**src/rtl/divisor_saturado_if.sv**
```systemverilog
// Handshake and data bundle for the saturating sequential divider.
// The Residuo signal exists only when DIVISOR_RESIDUO_EN is defined.
interface divisor_saturado_if #(
  parameter int Width = 8
);
  logic                    Start;
  logic signed [Width-1:0] OperandoA;
  logic signed [Width-1:0] OperandoB;
  logic                    Busy;
  logic                    Done;
  logic signed [Width-1:0] Result;
  logic                    Error;
`ifdef DIVISOR_RESIDUO_EN
  logic signed [Width-1:0] Residuo;

  modport slave (
    input  Start, OperandoA, OperandoB,
    output Busy, Done, Result, Error, Residuo
  );
  modport master (
    output Start, OperandoA, OperandoB,
    input  Busy, Done, Result, Error, Residuo
  );
`else
  modport slave (
    input  Start, OperandoA, OperandoB,
    output Busy, Done, Result, Error
  );
  modport master (
    output Start, OperandoA, OperandoB,
    input  Busy, Done, Result, Error
  );
`endif
endinterface

```
**src/rtl/divisor_saturado.sv**
```systemverilog
// Sequential signed restoring divider, one quotient bit per clock, with saturation and Error flag.
// Optional signed remainder output enabled by defining DIVISOR_RESIDUO_EN.
module divisor_saturado #(
  parameter int Width = 8
) (
  input  logic             Clk,
  input  logic             Rst_n,
  divisor_saturado_if.slave bus
);

  localparam int CW = $clog2(Width + 1);
  localparam logic [Width-1:0] MAX_VAL = {1'b0, {(Width-1){1'b1}}};
  localparam logic [Width-1:0] MIN_VAL = {1'b1, {(Width-1){1'b0}}};

  typedef enum logic [1:0] {IDLE, CALC, FIN} state_t;

  state_t           state_q, state_d;
  logic [CW-1:0]    cnt_q, cnt_d;
  logic [Width-1:0] rem_q, rem_d;
  logic [Width-1:0] quo_q, quo_d;
  logic [Width-1:0] mag_b_q, mag_b_d;
  logic             sign_a_q, sign_a_d;
  logic             sign_b_q, sign_b_d;
  logic             b_zero_q, b_zero_d;
  logic             busy_q, busy_d;
  logic             done_q, done_d;
  logic             error_q, error_d;
  logic [Width-1:0] result_q, result_d;
`ifdef DIVISOR_RESIDUO_EN
  logic [Width-1:0] op_a_q, op_a_d;
  logic [Width-1:0] residuo_q, residuo_d;
`endif

  logic [Width-1:0] mag_a_in, mag_b_in;
  logic [Width:0]   shifted, diff;
  logic             quo_neg;

  // |-2^(Width-1)| wraps to 2^(Width-1), which is still correct as an unsigned magnitude.
  assign mag_a_in = bus.OperandoA[Width-1] ? ('0 - $unsigned(bus.OperandoA)) : $unsigned(bus.OperandoA);
  assign mag_b_in = bus.OperandoB[Width-1] ? ('0 - $unsigned(bus.OperandoB)) : $unsigned(bus.OperandoB);

  assign shifted = {rem_q, quo_q[Width-1]};
  assign diff    = shifted - {1'b0, mag_b_q};
  assign quo_neg = sign_a_q ^ sign_b_q;

  always_comb begin
    state_d  = state_q;
    cnt_d    = cnt_q;
    rem_d    = rem_q;
    quo_d    = quo_q;
    mag_b_d  = mag_b_q;
    sign_a_d = sign_a_q;
    sign_b_d = sign_b_q;
    b_zero_d = b_zero_q;
    done_d   = 1'b0;
    error_d  = error_q;
    result_d = result_q;
`ifdef DIVISOR_RESIDUO_EN
    op_a_d    = op_a_q;
    residuo_d = residuo_q;
`endif

    case (state_q)
      IDLE, FIN: begin
        if (bus.Start) begin
          state_d  = CALC;
          cnt_d    = CW'(Width);
          rem_d    = '0;
          quo_d    = mag_a_in;
          mag_b_d  = mag_b_in;
          sign_a_d = bus.OperandoA[Width-1];
          sign_b_d = bus.OperandoB[Width-1];
          b_zero_d = (bus.OperandoB == '0);
`ifdef DIVISOR_RESIDUO_EN
          op_a_d   = $unsigned(bus.OperandoA);
`endif
        end else begin
          state_d = IDLE;
        end
      end

      CALC: begin
        if (cnt_q != '0) begin
          // The dividend register doubles as the quotient register: bits shift out the top, quotient bits in the bottom.
          cnt_d = cnt_q - CW'(1);
          quo_d = {quo_q[Width-2:0], ~diff[Width]};
          rem_d = diff[Width] ? shifted[Width-1:0] : diff[Width-1:0];
        end else begin
          state_d = FIN;
          done_d  = 1'b1;
          if (b_zero_q) begin
            result_d = sign_a_q ? MIN_VAL : MAX_VAL;
            error_d  = 1'b1;
          end else if (!quo_neg && quo_q[Width-1]) begin
            result_d = MAX_VAL;
            error_d  = 1'b1;
          end else begin
            result_d = quo_neg ? ('0 - quo_q) : quo_q;
            error_d  = 1'b0;
          end
`ifdef DIVISOR_RESIDUO_EN
          if (b_zero_q) begin
            residuo_d = op_a_q;
          end else begin
            residuo_d = sign_a_q ? ('0 - rem_q) : rem_q;
          end
`endif
        end
      end

      default: state_d = IDLE;
    endcase

    busy_d = (state_d == CALC);
  end

  always_ff @(posedge Clk or negedge Rst_n) begin
    if (!Rst_n) begin
      state_q   <= IDLE;
      cnt_q     <= '0;
      rem_q     <= '0;
      quo_q     <= '0;
      mag_b_q   <= '0;
      sign_a_q  <= 1'b0;
      sign_b_q  <= 1'b0;
      b_zero_q  <= 1'b0;
      busy_q    <= 1'b0;
      done_q    <= 1'b0;
      error_q   <= 1'b0;
      result_q  <= '0;
`ifdef DIVISOR_RESIDUO_EN
      op_a_q    <= '0;
      residuo_q <= '0;
`endif
    end else begin
      state_q   <= state_d;
      cnt_q     <= cnt_d;
      rem_q     <= rem_d;
      quo_q     <= quo_d;
      mag_b_q   <= mag_b_d;
      sign_a_q  <= sign_a_d;
      sign_b_q  <= sign_b_d;
      b_zero_q  <= b_zero_d;
      busy_q    <= busy_d;
      done_q    <= done_d;
      error_q   <= error_d;
      result_q  <= result_d;
`ifdef DIVISOR_RESIDUO_EN
      op_a_q    <= op_a_d;
      residuo_q <= residuo_d;
`endif
    end
  end

  assign bus.Busy   = busy_q;
  assign bus.Done   = done_q;
  assign bus.Result = $signed(result_q);
  assign bus.Error  = error_q;
`ifdef DIVISOR_RESIDUO_EN
  assign bus.Residuo = $signed(residuo_q);
`endif

endmodule

```
**src/flat_wrapper.sv**
```systemverilog
// flat-port wrapper written by rule: the top's interface ports become plain ports
module divisor_saturado_flat 
#(
  parameter int Width = 8
)
  (Clk, Rst_n, bus_Start, bus_OperandoA, bus_OperandoB, bus_Busy, bus_Done, bus_Result, bus_Error);
  divisor_saturado_if #(.Width(Width)) bus_i ();
  input  logic Clk;
  input  logic Rst_n;
  input wire logic [$bits(bus_i.Start)-1:0] bus_Start;
  input wire logic [$bits(bus_i.OperandoA)-1:0] bus_OperandoA;
  input wire logic [$bits(bus_i.OperandoB)-1:0] bus_OperandoB;
  output wire logic [$bits(bus_i.Busy)-1:0] bus_Busy;
  output wire logic [$bits(bus_i.Done)-1:0] bus_Done;
  output wire logic [$bits(bus_i.Result)-1:0] bus_Result;
  output wire logic [$bits(bus_i.Error)-1:0] bus_Error;
  assign bus_i.Start = bus_Start;
  assign bus_i.OperandoA = bus_OperandoA;
  assign bus_i.OperandoB = bus_OperandoB;
  assign bus_Busy = bus_i.Busy;
  assign bus_Done = bus_i.Done;
  assign bus_Result = bus_i.Result;
  assign bus_Error = bus_i.Error;
  divisor_saturado #(.Width(Width)) u_core (.Clk(Clk), .Rst_n(Rst_n), .bus(bus_i));
endmodule
```
**config.mk**
```make
export PLATFORM = sky130hd
export DESIGN_NAME = divisor_saturado_flat
export DESIGN_NICKNAME = d
export VERILOG_FILES = /design/src/rtl/divisor_saturado_if.sv /design/src/rtl/divisor_saturado.sv /design/src/flat_wrapper.sv
export SDC_FILE = /design/constraint.sdc
export NUM_CORES = 1
export LEC_CHECK = 0
export BUFFER_PORTS_ARGS = -buffer_cell sky130_fd_sc_hd__buf_4
export CAP_MARGIN = 10
export CORE_ASPECT_RATIO = 0.7
export CORE_MARGIN = 8
export CORE_UTILIZATION = 40
export DETAILED_ROUTE_END_ITERATION = 8
export GPL_TIMING_DRIVEN = 0
export HOLD_SLACK_MARGIN = 0.1
export PLACE_DENSITY_LB_ADDON = 0.2
export SLEW_MARGIN = 20
export SYNTH_ARGS = -nofsm -noshare
export SYNTH_HDL_FRONTEND = slang
export SYNTH_SLANG_ARGS = --single-unit
```
**constraint.sdc**
```tcl
create_clock -name Clk -period 4.4 [get_ports Clk]
set_input_delay 0.22 -clock Clk [delete_from_list [all_inputs] [get_ports Clk]]
set_output_delay 0.22 -clock Clk [all_outputs]
set_load 0.01 [all_outputs]
```
# == Word level (Yosys, flattened, before mapping) ==
# Cells that the tools add are included.
# classes
addsub,5
n_eq_ne,5
n_mux,23
bitwise_logic,3
reduce_logical,10
# op_table
operator,n
$mux 8,11
$pmux 8 s2,2
$sub 1x8->8 const A,3
$sub 9x8->9,1
$logic_not 8->1,1
$mux 4,2
$pmux 4 s2,1
$mux 1,5
$eq 2x1->1 const B,2
$pmux 2 s2,1
$reduce_and 2->1,2
$reduce_bool 4->1,1
$sub 4x1->4 const B,1
$reduce_and 3->1,1
$eq 2x2->1 const B,1
$logic_not 2->1,1
$mux 2,1
$ne 2x1->1 const B,1
$ne 2x2->1 const B,1
$not 1->1,2
$reduce_bool 2->1,1
$reduce_or 2->1,1
$logic_and 1x1->1,1
$logic_not 1->1,1
$xor 1x1->1,1
# totals
reg_bits,44
input_bits,19
out_inout_bits,11
elab_cells,58

# == Logic depth before layout (Yosys ltp) ==
# Gate-level depths: netlist of run 1.
# logic_depth
word_depth,5
ltp_mapped,10

# == Worst setup path before layout of run 1 ==
# Ideal clock, no wire load.
# synth_timing
path_kind,register to register
startpoint,register u_core.quo_q[7]
endpoint,register u_core.rem_q[4]
arrival_time_ps,2283
required_time_ps,4299
slack_ps,2016
stages_incl_launch_ff,10
period_less_slack_ps,2384
cell_sequence,dfrtp_1 -> inv_1 -> ha_1 -> inv_1 -> fa_1 -> a211oi_2 -> o211ai_1 -> a221o_1 -> buf_6 -> o311ai_2
# synth_via
elab_chain_cells,4
# synth_lines
element,line,rtl
start: declaration,divisor_saturado.sv:20,"logic [Width-1:0] quo_q, quo_d;"
start signal: assignment,divisor_saturado.sv:139,quo_q <= quo_d;
$sub 9x8->9,divisor_saturado.sv:43,"assign diff = shifted - {1'b0, mag_b_q};"
$mux 8,divisor_saturado.sv:87,rem_d = diff[Width] ? shifted[Width-1:0] : diff[Width-1:0];
$mux 8,divisor_saturado.sv:83,if (cnt_q != '0) begin
$pmux 8 s2,divisor_saturado.sv:63,case (state_q)
end signal: assignment,divisor_saturado.sv:138,rem_q <= rem_d;
end: declaration,divisor_saturado.sv:19,"logic [Width-1:0] rem_q, rem_d;"
# Every way passes these cells. The select of a mux whose other input is x is not followed.
# A chain may end at the register's enable or synchronous reset.

# == Worst setup path in the final report of run 1 ==
# layout_timing
startpoint,register u_core.quo_q[7]
endpoint,register u_core.rem_q[6]
# Same word-level chain as after synthesis.

==> results.cfg, run 1 <==
[run_status]
outcome = complete, no violations

[clock_tree]
root_buffer = clkbuf_8
cts-hold-fix-buffers = 1
cts_setup_buffers = 0
ctsResizeCount = 0
h-tree-depth = 2
clk_latency_ps = 290
cts.sinks = 44
ctsLongestPathBuffers = 2
cts_inserted_buffers = 5
cts_tree = yes
cts.clk_slew.worst_paths_ps = 90

[sta]
setup_tns_ps = 0
max_clock_freq_mhz = 359
tightest_slew_ps = 585
setup_viol = 0
drv_slew = 0
finalCriticalPeriod_ps = 2780
finalHoldViolCount = 0
rsz0062_at_grt = no
max_slew_margin_pct = 61.0
skew_ps = 6.84
fin_crit_sh_pct = 63.2

[grt]
grt_pass1_wl_um = 11600
grt_max_degree = 45
grt_use_met1_pct = 23.0
grt_busiest_layer = met1
grtUsageMet3_pct = 3.37
antenna_found_initial = 0
grt_pass1_vias = 2294
grt_usage_pct = 14.7
grt.overflow.total = 0
grt_use_met2_pct = 19.5

[worst_setup_path]
path_class = reg -> reg
cp-start-kind = register
worstPathRequired_ps = 4560
crit_path_end_kind = register
cp.arrival_ps = 2940
crit_path_max_fanout = 10

[power]
power.leakage_nw = 1.46
p_per_area_mw_per_mm2 = 806
peakVddDrop_mv = 0.306

[yosys]
netlist_area_sq_mm = 0.00278
synth_top_family_by_area = compound AO/OA/AOI/OAI gates
synth_most_common_cell = nand2_1
synthSimpleGateAreaFrac_pct = 19.4
yosysUniqueCellTypes = 51
ys.flop_type = dfrtp_1
ys_top_cells_by_count = nand2_1, dfrtp_1, o21ai_0
synth_mux_area_share_pct = 2.52
avgSynthCellArea_sq_um = 8.72
synth_seq_cells = 44
synth_edf_count = 0
netlist_top_cells_area = dfrtp_1, nand2_1, ha_1
synth_top_area_cell = dfrtp_1
async_reset_ff_share_pct = 100
synth_cells = 319
synthesis.nets = 352
synth-xor-area-share_pct = 5.67
yosysTopAreaCellShare_pct = 39.6
synth-adder-area-share_pct = 6.57
seq_area_frac_synth_pct = 39.6
yosys_warnings = 0
synth_compound_area_share_pct = 20.4

[finish]
layout.nets = 387
drive_above_1_share_pct = 13.5
insertedDiodeCount = 0
syn_to_final_growth_pct = 15.2
stdcell_area_sq_mm = 0.00320

[place]
gp_congestion = 0.871
io_buffer_count = 27
hpwl_um = 5280
placed_area_sq_mm = 0.00310

[routing]
vias = 2356
post_drt_via_cell_ratio = 5.25
routed_wl_um = 6830
drtIter0Drc = 178
drtAntennaViolNets = 0
wl_per_cell_um = 15.2
first_pass_iters = 4
drc = 0

[floorplanning]
die_area_sq_mm = 0.00992
io_pins = 30
die_h_um = 85.8
start_util_pct = 41.2
rows = 25
die_w_um = 116
core_area_sq_mm = 0.00676

[run]
drv_cap = 0

[min_path]
hold_class = in -> reg
cells by family after synthesis:
kind of cell,count (synthesis)
xor gates and xnor gates,18
muxes,7
adders and majority gates,14
and+or+nand+nor,113
AOI/OAI and AO/OA,83
DFF,44
buffers and inverters,40
metal layers:
metal	vias to the layer above	share of wire, %
met2	65	37
met4	0	0.61
met5	-	0
met1	1093	55
met3	4	6.7
li1	1194	-
area by class of cell:
cell class	count	area (sq um)
Tap cell	94	118
Fill cell	703	3550
Multi-Input combinational cell	235	1520
Inverter	25	93.8
Sequential cell	44	1100
Buffer	15	70.1
Timing Repair Buffer	28	213
Clock buffer	6	82.6
Clock inverter	2	10.0
where the power goes:
part	switching, mW	total (mW)	internal, mW
logic	0.904	1.57	0.668
clock network	0.139	0.264	0.126
registers	0.152	0.746	0.594
worst max-delay path: stages, from the launching register on:
cell	delay, ps
dfrtp_1	410
inv_1	200
ha_1	210
inv_1	50
fa_1	420
a211oi_2	370
o211ai_1	140
a221o_1	420
buf_6	190
mux2i_1	140
o21ai_1	80
final timing paths:
kind / cells after the start / end / from / slack, ps
max reg2reg: 10 / u_core.rem_q[6]$_DFFE_PN0P_ / u_core.quo_q[7]$_DFFE_PN0P_ / 1620
min in group asynchronous: 2 / u_core.bus.Result[5]$_DFFE_PN0P_ / Rst_n / 470
min: 2 / u_core.b_zero_q$_DFFE_PN0P_ / bus_OperandoB[6] / 140
max: 10 / u_core.rem_q[6]$_DFFE_PN0P_ / u_core.quo_q[7]$_DFFE_PN0P_ / 1620
min reg2reg: 2 / u_core.bus.Result[2]$_DFFE_PN0P_ / u_core.bus.Result[2]$_DFFE_PN0P_ / 470
max in group asynchronous: 2 / u_core.sign_a_q$_DFFE_PN0P_ / Rst_n / 3530
layout by cell type, fill, tap and decap left out, types with 3 or more instances in the layout:
cell      count
a21oi_1       7
a22oi_1       4
a31oi_1       4
buf_2         5
buf_4        27
clkbuf_1      8
clkbuf_8      6
dfrtp_1      44
ha_1         13
inv_1        25
mux2i_1       7
nand2_1      52
nand2b_1      7
nand3_1      12
nor2_1       12
nor2b_1       4
nor3_1        8
nor4_1        3
o211ai_1      4
o21a_1        3
o21ai_0      27
o21ai_1       5
o221ai_1      4
o31ai_1       5
or3_1         3
xnor2_1       5
xor2_1       13
flip-flops by register name, indices dropped and copies added (netlist names):
signal and cells:
u_core.b_zero_q 1, u_core.bus.Busy 1, u_core.bus.Done 1, u_core.bus.Error 1
u_core.bus.Result 8, u_core.cnt_q 4, u_core.mag_b_q 8, u_core.quo_q 8
u_core.rem_q 8, u_core.sign_a_q 1, u_core.sign_b_q 1, u_core.state_q 2
per-stage QoR:
stage	power (mW)	cells	setup slack [ps]	utilization, %	hold WS [ps]
after floorplan	1.91	319	2020	-	-75.6
after global placement	2.28	440	1670	45.9	267
after detailed placement	2.33	440	1650	45.9	266
after CTS	2.60	449	1630	47.4	135
after global routing	2.83	449	1480	47.4	142
final	2.58	449	1620	47.4	139
No activity file was read; power rests on OpenSTA's default activity.
==> run 2: changes to the inputs <==
Clock period 4.4 ns to 2.66 ns, I/O delays scaled along.
==> results.cfg, run 2 (synthesis gave the netlist of run 1 again) <==
[place]
hpwl_um = 5280
io_buffer_count = 27
gp_congestion = 0.871
place_inst = 440
dpl_worst_slack_ps = -88.7

[sta]
worst_slack_ps = 68.2
fin_crit_sh_pct = 97.4
drv_slew = 0
whs_ps = 120
setup_viol = 0
finalCriticalPeriod_ps = 2590
max_slew_margin_pct = 60.9
max_clock_freq_mhz = 386
rsz0062_at_grt = yes
tightest_slew_ps = 587
skew_ps = 8.94
finalHoldViolCount = 0

[routing]
post_drt_via_cell_ratio = 5.27
drtAntennaViolNets = 0
first_pass_iters = 4
drtIter0Drc = 220
wl_per_cell_um = 15.5
drc = 0
routed_wl_um = 7040
vias = 2394

[floorplanning]
die_w_um = 116
rows = 25
core_area_sq_mm = 0.00676
start_util_pct = 41.2
die_area_sq_mm = 0.00992
die_h_um = 85.8
io_pins = 30

[power]
p_per_area_mw_per_mm2 = 1380
clock_power_share_pct = 9.7
power_frac_comb_pct = 62.9
power.leakage_nw = 1.49
power_frac_seq_pct = 27.4
total_power_mw = 4.51
power.switching_mw = 2.09
peakVddDrop_mv = 0.544
p_int_mw = 2.42
swShare_pct = 46.3

[worst_setup_path]
crit_path_end_kind = register
cpMostUsedCell = inv_2
r2r_cells = 10
crit_family = compound AO/OA/AOI/OAI gates
crit_path_max_incr_delay_ps = 480
r2r_start = u_core.quo_q[7]$_DFFE_PN0P_
worstPathRequired_ps = 2830
crit_path_max_fanout = 6
path_class = reg -> reg
cp-start-kind = register
cp_slowest_cell = a221o_2
cp.depth = 10
startpoint = u_core.quo_q[7]$_DFFE_PN0P_
cp.arrival_ps = 2760
cp.buffers_inverters = 3
path_cells = inv_2, ha_4, inv_2, fa_2, a211oi_4, o211ai_1, a221o_2, buf_6, nand3_1, o311ai_4

[finish]
final_common_cell = nand2_1
final_util_pct = 48.6
final_cell_mix = nand2_1, dfrtp_1, buf_4
syn_to_final_growth_pct = 18.0
drive_above_1_share_pct = 15.8
layout.nets = 392
fin_cells = 454
insertedDiodeCount = 0

[clock_tree]
root_buffer = clkbuf_8
cts.sinks = 44
cts_tree = yes
cts_inserted_buffers = 5
ctsLongestPathBuffers = 2
cts.clk_slew.worst_paths_ps = 90
clk_latency_ps = 290
h-tree-depth = 2

[min_path]
hold_class = in -> reg
hp-start = bus_OperandoA[0]
whs_path_depth = 3

[grt]
grt_usage_pct = 14.8
antenna_found_initial = 0
grt_pass1_vias = 2287
grt.overflow.total = 0
grt_max_degree = 45
grt_pass1_wl_um = 11700

[run_status]
outcome = complete, no violations

[run]
drv_cap = 0
[run 2: metal layers]
layer	routed length (um)	up-vias	track usage (%)
li1	-	1201	-
met1	3950	1130	23.0
met2	2670	61	19.6
met3	387	2	3.44
met4	35	0	3.17
met5	0	-	0
[run 2: worst reg2reg max path, stage by stage, from the launching register on]
cell	delay [ps]
dfrtp_1	400
inv_2	130
ha_4	160
inv_2	40
fa_2	420
a211oi_4	310
o211ai_1	120
a221o_2	480
buf_6	170
nand3_1	130
o311ai_4	120
[run 2: final timing paths]
check,endpoint,slack [ps]
hold reg to reg,u_core.bus.Result[2]$_DFFE_PN0P_,470
setup reg to reg,u_core.rem_q[4]$_DFFE_PN0P_,70
min in group asynchronous,u_core.bus.Result[5]$_DFFE_PN0P_,380
max in group asynchronous,u_core.quo_q[1]$_DFFE_PN0P_,1880
hold / removal,u_core.quo_q[0]$_DFFE_PN0P_,120
setup / recovery,u_core.rem_q[4]$_DFFE_PN0P_,70
[run 2: metrics by stage]
step                      TNS [ps]  area (sq um)
after floorplan                  0          2780
after global placement        -334          3100
after detailed placement      -459          3100
after CTS                        0          3210
after global routing          -121          3280
final                            0          3280
[run 2: power by group through the flow]
| stage | clock, mW | sequential (mW) | combinational (mW) |
|---|---|---|---|
| 2_1_floorplan | 0 | 1.21 | 1.95 |
| 3_3_place_gp | 0 | 1.23 | 2.54 |
| 3_5_place_dp | 0 | 1.25 | 2.61 |
| 4_1_cts | 0.450 | 1.23 | 2.62 |
| 5_1_grt | 0.481 | 1.28 | 3.16 |
| 6_report | 0.440 | 1.24 | 2.84 |
[run 2: area by class of cell]
type | instances | area, sq um
buffer | 15 | 70.1
clock buffer | 6 | 82.6
clock inverter | 2 | 10.0
fill | 696 | 3470
inverter | 25 | 93.8
multi-input combinational | 235 | 1550
sequential | 44 | 1100
tap | 94 | 118
timing repair buffer | 33 | 256
[run 2: repair_timing]
action | CTS | global route
hold endpoints to repair | 45 | 0
resized for setup | 1 | 10
setup endpoints to repair | 9 | 9
hold buffers | 2 | 0
pin swaps | 1 | 5
setup buffers | 0 | 3
cloned | 0 | 1
==> run 3: changes to the inputs <==
Settings changed: SETUP_SLACK_MARGIN set to 0.2.
Clock period 2.66 ns to 3.1 ns, I/O delays scaled along.
==> results.cfg, run 3 (synthesis gave the netlist of run 1 again) <==
[worst_setup_path]
path_cells = inv_1, ha_1, inv_1, fa_1, a211oi_4, o211ai_1, a221o_1, buf_6, mux2i_1, o21ai_1
r2r_cells = 10
ff2ff_setup_slack_ps = 360
reg2reg_to = u_core.rem_q[6]$_DFFE_PN0P_
crit_path_max_incr_delay_ps = 440
path_class = reg -> reg
startpoint = u_core.quo_q[7]$_DFFE_PN0P_
cp-start-kind = register
cpMostUsedCell = inv_1
worstPathRequired_ps = 3260
cp_slowest_cell = fa_1
crit_path_end_kind = register
crit_path_max_fanout = 10
cp.arrival_ps = 2900
r2r_start = u_core.quo_q[7]$_DFFE_PN0P_

[finish]
syn_to_final_growth_pct = 15.8
multi_input_area_sq_mm = 0.00152
regArea_sq_mm = 0.00110
fillers = 699
drive_above_1_share_pct = 13.5
layout.nets = 388
final_common_cell = nand2_1
fin_cells = 450
stdcell_area_sq_mm = 0.00322
insertedDiodeCount = 0
final_cell_mix = nand2_1, dfrtp_1, o21ai_0, buf_4, inv_1

[clock_tree]
h-tree-depth = 2
cts_inserted_buffers = 5
cts_setup_buffers = 0
cts.clk_slew.worst_paths_ps = 90
root_buffer = clkbuf_8
ctsLongestPathBuffers = 2
cts_tree = yes
cts.sinks = 44
clk_latency_ps = 290

[sta]
setup_viol = 0
tightest_slew_ps = 585
max_clock_freq_mhz = 365
worst_slack_ps = 359
fin_crit_sh_pct = 88.4
setup_tns_ps = 0
skew_ps = 7.35
drv_slew = 0
rsz0062_at_grt = no
finalHoldViolCount = 0
max_slew_margin_pct = 61.0
finalCriticalPeriod_ps = 2740

[power]
p_int_mw = 1.98
peakVddDrop_mv = 0.431
p_per_area_mw_per_mm2 = 1150
power_frac_seq_pct = 28.6
clock_power_share_pct = 10.2
power.switching_mw = 1.71
swShare_pct = 46.3
total_power_mw = 3.69
power_frac_comb_pct = 61.2
power.leakage_nw = 1.47

[routing]
wl_per_cell_um = 15.2
routed_wl_um = 6850
drtAntennaViolNets = 0
post_drt_via_cell_ratio = 5.27
drc = 0
vias = 2373
first_pass_iters = 4
drtIter0Drc = 189

[floorplanning]
rows = 25
core_area_sq_mm = 0.00676
die_w_um = 116
start_util_pct = 41.2
die_h_um = 85.8
die_area_sq_mm = 0.00992
io_pins = 30

[place]
hpwl_um = 5280
io_buffer_count = 27
dpl_worst_slack_ps = 351
placed_area_sq_mm = 0.00310
gp_congestion = 0.871
place_inst = 440

[grt]
grt_max_degree = 45
grt_pass1_wl_um = 11700
grt.overflow.total = 0
antenna_found_initial = 0
grt_pass1_vias = 2289
grt_usage_pct = 14.8

[min_path]
hold_class = in -> reg
min_to = u_core.quo_q[0]$_DFFE_PN0P_
hp-start = bus_OperandoA[0]
whs_path_depth = 3

[run_status]
outcome = complete, no violations

[run]
drv_cap = 0
run 3: how the worst max path moves through the flow:
| stage | to | slack [ps] | cells past startpoint |
|---|---|---|---|
| detailed placement | u_core.rem_q[6]$_DFFE_PN0P_ | 350 | 10 |
| global route | u_core.rem_q[4]$_DFFE_PN0P_ | 220 | 9 |
| CTS | u_core.rem_q[6]$_DFFE_PN0P_ | 330 | 10 |
| finish | u_core.rem_q[6]$_DFFE_PN0P_ | 360 | 10 |
| global placement | u_core.rem_q[6]$_DFFE_PN0P_ | 370 | 10 |
| floorplan | u_core.rem_q[4]$_DFFE_PN0P_ | 720 | 9 |
run 3: layer usage:
metal	wire (um)	track usage [%]	up-vias	part of all wire (%)
li1	-	-	1191	-
met1	3820	23.0	1106	56
met2	2550	19.6	71	37
met3	433	3.44	5	6.3
met4	53	3.17	0	0.77
met5	0	0	-	0
run 3: through the flow:
step,hold slack (ps),util [%]
floorplan,-141,-
global placement,202,45.9
detailed placement,201,45.9
CTS,135,47.6
global route,147,47.7
finish,137,47.7
run 3: power groups by stage:
stage | Sequential, mW | Clock (mW) | Combinational (mW)
after CTS | 1.06 | 0.387 | 2.25
final | 1.06 | 0.376 | 2.26
after floorplan | 1.04 | 0 | 1.67
after global routing | 1.10 | 0.412 | 2.54
after global placement | 1.06 | 0 | 2.18
after detailed placement | 1.07 | 0 | 2.24
run 3: cell type report:
type	count	area share, %
repair buffers	29	6.91
inverters	25	2.91
clock inverters	2	0.311
multi-input cells	235	47.3
flip-flops and latches	44	34.2
clock buffers	6	2.56
well taps	94	3.65
plain buffers	15	2.17
run 3: repair_timing:
item | 4_1_cts | 5_1_grt
resized for setup | 0 | 1
hold buffers | 2 | 0
endpoints found under the setup margin | 0 | 5
hold endpoints to repair | 45 | 0
run 3: worst max-delay path: cells and delay by family (launching register included):
kind | cells | cell delay, ps
AO/OA/AOI/OAI | 4 | 970
flip-flops | 1 | 410
multiplexers | 1 | 140
buffers and inverters | 3 | 430
adder cells (fa/ha/maj) | 2 | 650
